File: src/rtl/regfile_pkg.sv
// Shared types and defaults for the multi-port MIPS register file.
// DEPTH is always derived from the address width through depth_of().
package regfile_pkg;

    typedef enum logic {
        CLEAR = 1'b0,
        RUN   = 1'b1
    } state_t;

    localparam int DEF_DATA_W   = 32;
    localparam int DEF_ADDR_W   = 5;
    localparam int DEF_NUM_RD   = 2;
    localparam int DEF_ZERO_REG = 1;

    function automatic int depth_of(input int addr_w);
        return 1 << addr_w;
    endfunction

endpackage

File: src/rtl/regfile_rd_port.sv
// One registered read port with write-first bypass and the register-0 mask.
// Port 1 data takes precedence over port 0 data because port 1 wins collisions.
module regfile_rd_port
    import regfile_pkg::*;
#(
    parameter int DATA_W   = DEF_DATA_W,
    parameter int ADDR_W   = DEF_ADDR_W,
    parameter int ZERO_REG = DEF_ZERO_REG
) (
    input  logic              clk,
    input  logic              rst,
    input  logic              clear,
    input  logic [ADDR_W-1:0] ra,
    input  logic [DATA_W-1:0] mem_data,
    input  logic              wr0,
    input  logic [ADDR_W-1:0] wa0,
    input  logic [DATA_W-1:0] wd0,
    input  logic              wr1,
    input  logic [ADDR_W-1:0] wa1,
    input  logic [DATA_W-1:0] wd1,
    output logic [DATA_W-1:0] rdata
);

    logic zero_hit;

    assign zero_hit = (ZERO_REG != 0) && (ra == '0);

    always_ff @(posedge clk) begin
        if (rst || clear) begin
            rdata <= '0;
        end else if (zero_hit) begin
            rdata <= '0;
        end else if (wr1 && (wa1 == ra)) begin
            rdata <= wd1;
        end else if (wr0 && (wa0 == ra)) begin
            rdata <= wd0;
        end else begin
            rdata <= mem_data;
        end
    end

endmodule

File: src/rtl/regfile_mp.sv
// Multi-port register file: storage, write-collision resolution and the clear sequencer.
// ready is high once the clear sweep has finished; writes and reads presented while it is low are ignored.
module regfile_mp
    import regfile_pkg::*;
#(
    parameter int DATA_W   = DEF_DATA_W,
    parameter int ADDR_W   = DEF_ADDR_W,
    parameter int NUM_RD   = DEF_NUM_RD,
    parameter int ZERO_REG = DEF_ZERO_REG
) (
    input  logic                     clk,
    input  logic                     rst,
    output logic                     ready,
    input  logic                     we0,
    input  logic [ADDR_W-1:0]        wa0,
    input  logic [DATA_W-1:0]        wd0,
    input  logic                     we1,
    input  logic [ADDR_W-1:0]        wa1,
    input  logic [DATA_W-1:0]        wd1,
    input  logic [NUM_RD*ADDR_W-1:0] ra,
    output logic [NUM_RD*DATA_W-1:0] rdata
);

    localparam int                DEPTH = depth_of(ADDR_W);
    localparam logic [ADDR_W-1:0] LAST  = ADDR_W'(DEPTH - 1);

    state_t              state, state_n;
    logic [ADDR_W-1:0]   cnt, cnt_n;
    logic                ready_n;
    logic                clr_we;
    logic                run;
    logic                wr0, wr1;
    logic [DATA_W-1:0]   mem [DEPTH];

    assign run = (state == RUN);

    // Port 0 is dropped when port 1 targets the same address in the same cycle.
    assign wr0 = run && we0 && !(we1 && (wa1 == wa0)) && !((ZERO_REG != 0) && (wa0 == '0));
    assign wr1 = run && we1 && !((ZERO_REG != 0) && (wa1 == '0));

    always_ff @(posedge clk) begin
        if (rst) begin
            state <= CLEAR;
            cnt   <= '0;
            ready <= 1'b0;
        end else begin
            state <= state_n;
            cnt   <= cnt_n;
            ready <= ready_n;
        end
    end

    always_comb begin
        state_n = state;
        cnt_n   = cnt;
        ready_n = ready;
        clr_we  = 1'b0;
        case (state)
            CLEAR: begin
                clr_we = 1'b1;
                if (cnt == LAST) begin
                    state_n = RUN;
                    ready_n = 1'b1;
                end else begin
                    cnt_n = cnt + 1'b1;
                end
            end
            RUN: begin
            end
            default: begin
                state_n = CLEAR;
            end
        endcase
    end

    // The sweep clears one entry per cycle so the array maps onto RAM without a parallel clear.
    always_ff @(posedge clk) begin
        if (!rst) begin
            if (clr_we) begin
                mem[cnt] <= '0;
            end else begin
                if (wr0) mem[wa0] <= wd0;
                if (wr1) mem[wa1] <= wd1;
            end
        end
    end

    for (genvar i = 0; i < NUM_RD; i++) begin : g_rd
        logic [ADDR_W-1:0] ra_i;
        assign ra_i = ra[i*ADDR_W +: ADDR_W];

        regfile_rd_port #(
            .DATA_W   (DATA_W),
            .ADDR_W   (ADDR_W),
            .ZERO_REG (ZERO_REG)
        ) u_port (
            .clk      (clk),
            .rst      (rst),
            .clear    (!run),
            .ra       (ra_i),
            .mem_data (mem[ra_i]),
            .wr0      (wr0),
            .wa0      (wa0),
            .wd0      (wd0),
            .wr1      (wr1),
            .wa1      (wa1),
            .wd1      (wd1),
            .rdata    (rdata[i*DATA_W +: DATA_W])
        );
    end

endmodule

File: config.mk
export PLATFORM = sky130hd
export DESIGN_NAME = regfile_mp
export DESIGN_NICKNAME = d
export VERILOG_FILES = /design/src/rtl/regfile_pkg.sv /design/src/rtl/regfile_rd_port.sv /design/src/rtl/regfile_mp.sv
export SDC_FILE = /design/constraint.sdc
export NUM_CORES = 2
export LEC_CHECK = 0
export BUFFER_PORTS_ARGS = -buffer_cell sky130_fd_sc_hd__clkbuf_2
export CORE_MARGIN = 2
export CORE_UTILIZATION = 30
export DETAILED_ROUTE_END_ITERATION = 6
export SYNTH_ARGS = -nofsm -noshare
export SYNTH_HDL_FRONTEND = slang
export SYNTH_HIERARCHICAL = 1
export SYNTH_SLANG_ARGS = --single-unit
File: constraint.sdc
create_clock -name clk -period 4.9 [get_ports clk]
set_clock_uncertainty 0.05 [all_clocks]
set_input_delay 0.245 -clock clk [delete_from_list [all_inputs] [get_ports clk]]
set_output_delay 0.245 -clock clk [all_outputs]
set_load 0.01 [all_outputs]
==> results_dict.tcl <==
set metrics [dict create \
    outcome "finished clean" \
    cp_top_family "compound AO/OA/AOI/OAI gates" \
    cts_max_level 3 \
    swShare_pct 24.73 \
    core_area_sq_mm 0.2050 \
    drv_cap 0 \
    arrival_ps 4380 \
    track_usage_pct 21.87 \
    rows 166 \
    grt_max_degree 92 \
    crit_fanout 21 \
    detail_route.first_pass.iterations 7 \
    synthMuxAreaShare_pct 20.79 \
    period_minus_slack_ps 3984 \
    final_common_cell "o21ai_0" \
    ys_seq_area_share_pct 51.86 \
    cts_tree "yes" \
    slowest_stage "o21bai_4" \
    power_switching_mw 5.113 \
    synth_seq_cells 1095 \
    cp_slowest_stage_delay_ps 700 \
    nFillCells 19770 \
    drt-total-wl_um 234600 \
    syn-cell-area_sq_mm 0.06203 \
    critPathKind "reg2reg" \
    wire_per_inst_um 30.17 \
    cts_setup_buffers 0 \
    synth-adder-area-share_pct 0.04034 \
    fin_cells 7776 \
    ir_drop_uv 305.2 \
    fin_crit_sh_pct 81.30 \
    antenna_found_initial 18 \
    dp.cells 7514 \
    rsz0062_at_grt "false" \
    path_cells "nand2_1, a211o_1, a21oi_4, a31oi_2, buf_4, o21bai_4, buf_4" \
    worst_setup_path_start_kind "flip-flop" \
    avgSynthCellArea_sq_um 12.01 \
    io_pins 153 \
    ys_types 54 \
    hold_class "in2reg" \
    die_y_um 458.7 \
    synth_top_family_by_area "multiplexers" \
    setup_tns_ps 0 \
    combPwrFrac_pct 8.3 \
    drt_iter0_drc 6967 \
    start_util_pct 30.26 \
    clock_sinks 1095 \
    postRouteAntennaNets 0 \
    syn_inst 5165 \
    cts_buffers 118 \
    die_w_um 458.7 \
    finalHoldViolations 0 \
    critPathBufInv 2 \
    clockPowerShare_pct 42.5 \
    tightestPinTransition_ps 1275 \
    power_density_mw_per_mm2 296.6 \
    gp_congestion 0.8995 \
    fmax_mhz 251.0 \
    cts_resized 0 \
    grt_pass1_vias 45050 \
    vias 46560 \
    port_buffers 152 \
    clk_pin_slew_ps 60 \
    ys.flop_type "edfxtp_1" \
    clk-insertion-delay-late_ps 770 \
    dp_hpwl_um 142800 \
    worstPathRequired_ps 5290 \
    power.internal_mw 15.56 \
    p_seq_share_pct 49.2 \
    drive_above_1_share_pct 22.75 \
    drc 0 \
    synthSimpleGateAreaFrac_pct 8.586 \
    layout.nets 5069 \
    leakagePower_nw 20.21 \
    async_flop_share_pct 0 \
    crit_path_frequent_cell "buf_4" \
    clock_path_buffers 3 \
    drv_slew 0 \
    synth_compound_area_share_pct 13.67 \
    synthXorXnorAreaFrac_pct 0.3953 \
    cts_root_buf "clkbuf_16" \
    final_cell_mix "1049 x o21ai_0, 1033 x nand2_1, 1024 x edfxtp_1, 512 x mux4_2, 149 x buf_4" \
    end_kind "flip-flop" \
    grt_pass1_wl_um 331700 \
    setup_viol 0 \
    synth_fp_nets 5255 \
    area_delta_synth_final_pct 12.37 \
    routed_via_density 5.987 \
    timing.slew.headroom_pct 14.67 \
    overflow 0 \
    die_area_sq_mm 0.2104 \
    synth_edf_count 1024 \
    ys_warn_count 6 \
]
==> routing by layer <==
layer	vias up	routed length (um)	track usage, %
met1	23120	85370	27.85
met3	652	28190	5.467
met5	-	116	0
met2	3343	106300	34.24
met4	6	14660	11.64
li1	19440	-	-
==> timing repair <==
item | 4_1_cts | 5_1_grt
setup endpoints to repair | 0 | 0
hold buffers | 33 | 0
hold endpoints to repair | 71 | 0
==> flip-flops by register name, indices dropped and copies added (netlist names) <==
| register | cells |
|---|---|
| ready | 1 |
| cnt | 5 |
| run | 1 |
| g_rd.u_port/rdata | 64 |
| mem | 1024 |
==> worst reg2reg max path, delay by kind of cell (launching register included) <==
kind | cells | cell delay [ps]
buffers and inverters | 2 | 740
and+or+nand+nor | 1 | 200
AOI/OAI and AO/OA | 4 | 2080
DFF | 1 | 580
==> power groups by stage <==
| stage | sequential (mW) | clock (mW) | combinational [mW] |
|---|---|---|---|
| floorplan | 10.4 | 0 | 0.988 |
| global placement | 10.4 | 0 | 1.63 |
| detailed placement | 10.4 | 0 | 1.63 |
| CTS | 10.2 | 8.84 | 1.66 |
| global route | 10.2 | 9.16 | 1.74 |
| finish | 10.2 | 8.80 | 1.71 |
==> layout make-up <==
class	instances	area, sq um	share of cell area, %
clock buffer	156	3226	4.628
multi-input combinational	3372	27580	39.57
tap	2688	3363	4.825
clock inverter	67	474.2	0.6803
inverter	35	131.4	0.1885
sequential	1095	32170	46.15
timing repair buffer	357	2740	3.931
antenna	6	15.01	0.02154
==> cell usage after synthesis (65+ instances only) <==
master	count	area, sq um
nand2_1	1037	3892
mux4_2	512	11530
edfxtp_1	1024	30750
a21oi_1	68	340.3
o21ai_0	1049	5250
a221oi_1	65	569.3
clkbuf_1	489	1836
mux2i_1	135	1351
dfxtp_1	71	1421
buf_2	119	595.6
nor3_1	72	360.4
nand4_1	70	437.9
==> metrics by stage <==
stage                     hold slack [ps]  power, mW  utilization [%]  setup WS, ps  instance area (sq um)
final                               108.3      20.67            34.00         916.3                  69700
after global routing                118.3      21.07            34.00         793.7                  69690
after CTS                           74.29      20.66            33.99         964.2                  69690
after detailed placement            437.4      12.00            32.03          1024                  65660
after global placement              408.8      11.99            32.03          1010                  65660
after floorplan                     382.1      11.34                -          1213                  62030
==> cell families after synthesis <==
family                     after synthesis
adders and majority gates                2
and+or+nand+nor                       1272
xor gates and xnor gates                28
muxes                                  648
DFF                                   1095
buffers and inverters                  698
AOI/OAI and AO/OA                     1422
==> final timing paths <==
kind                 from           to  slack, ps  cells past startpoint
hold reg to reg     ready        ready        450                      2
hold / removal    wd1[18]  mem[24][18]        110                      4
setup reg to reg      run    mem[7][9]        920                      7
setup / recovery      run    mem[7][9]        920                      7
No activity file was read; power rests on OpenSTA's default activity.
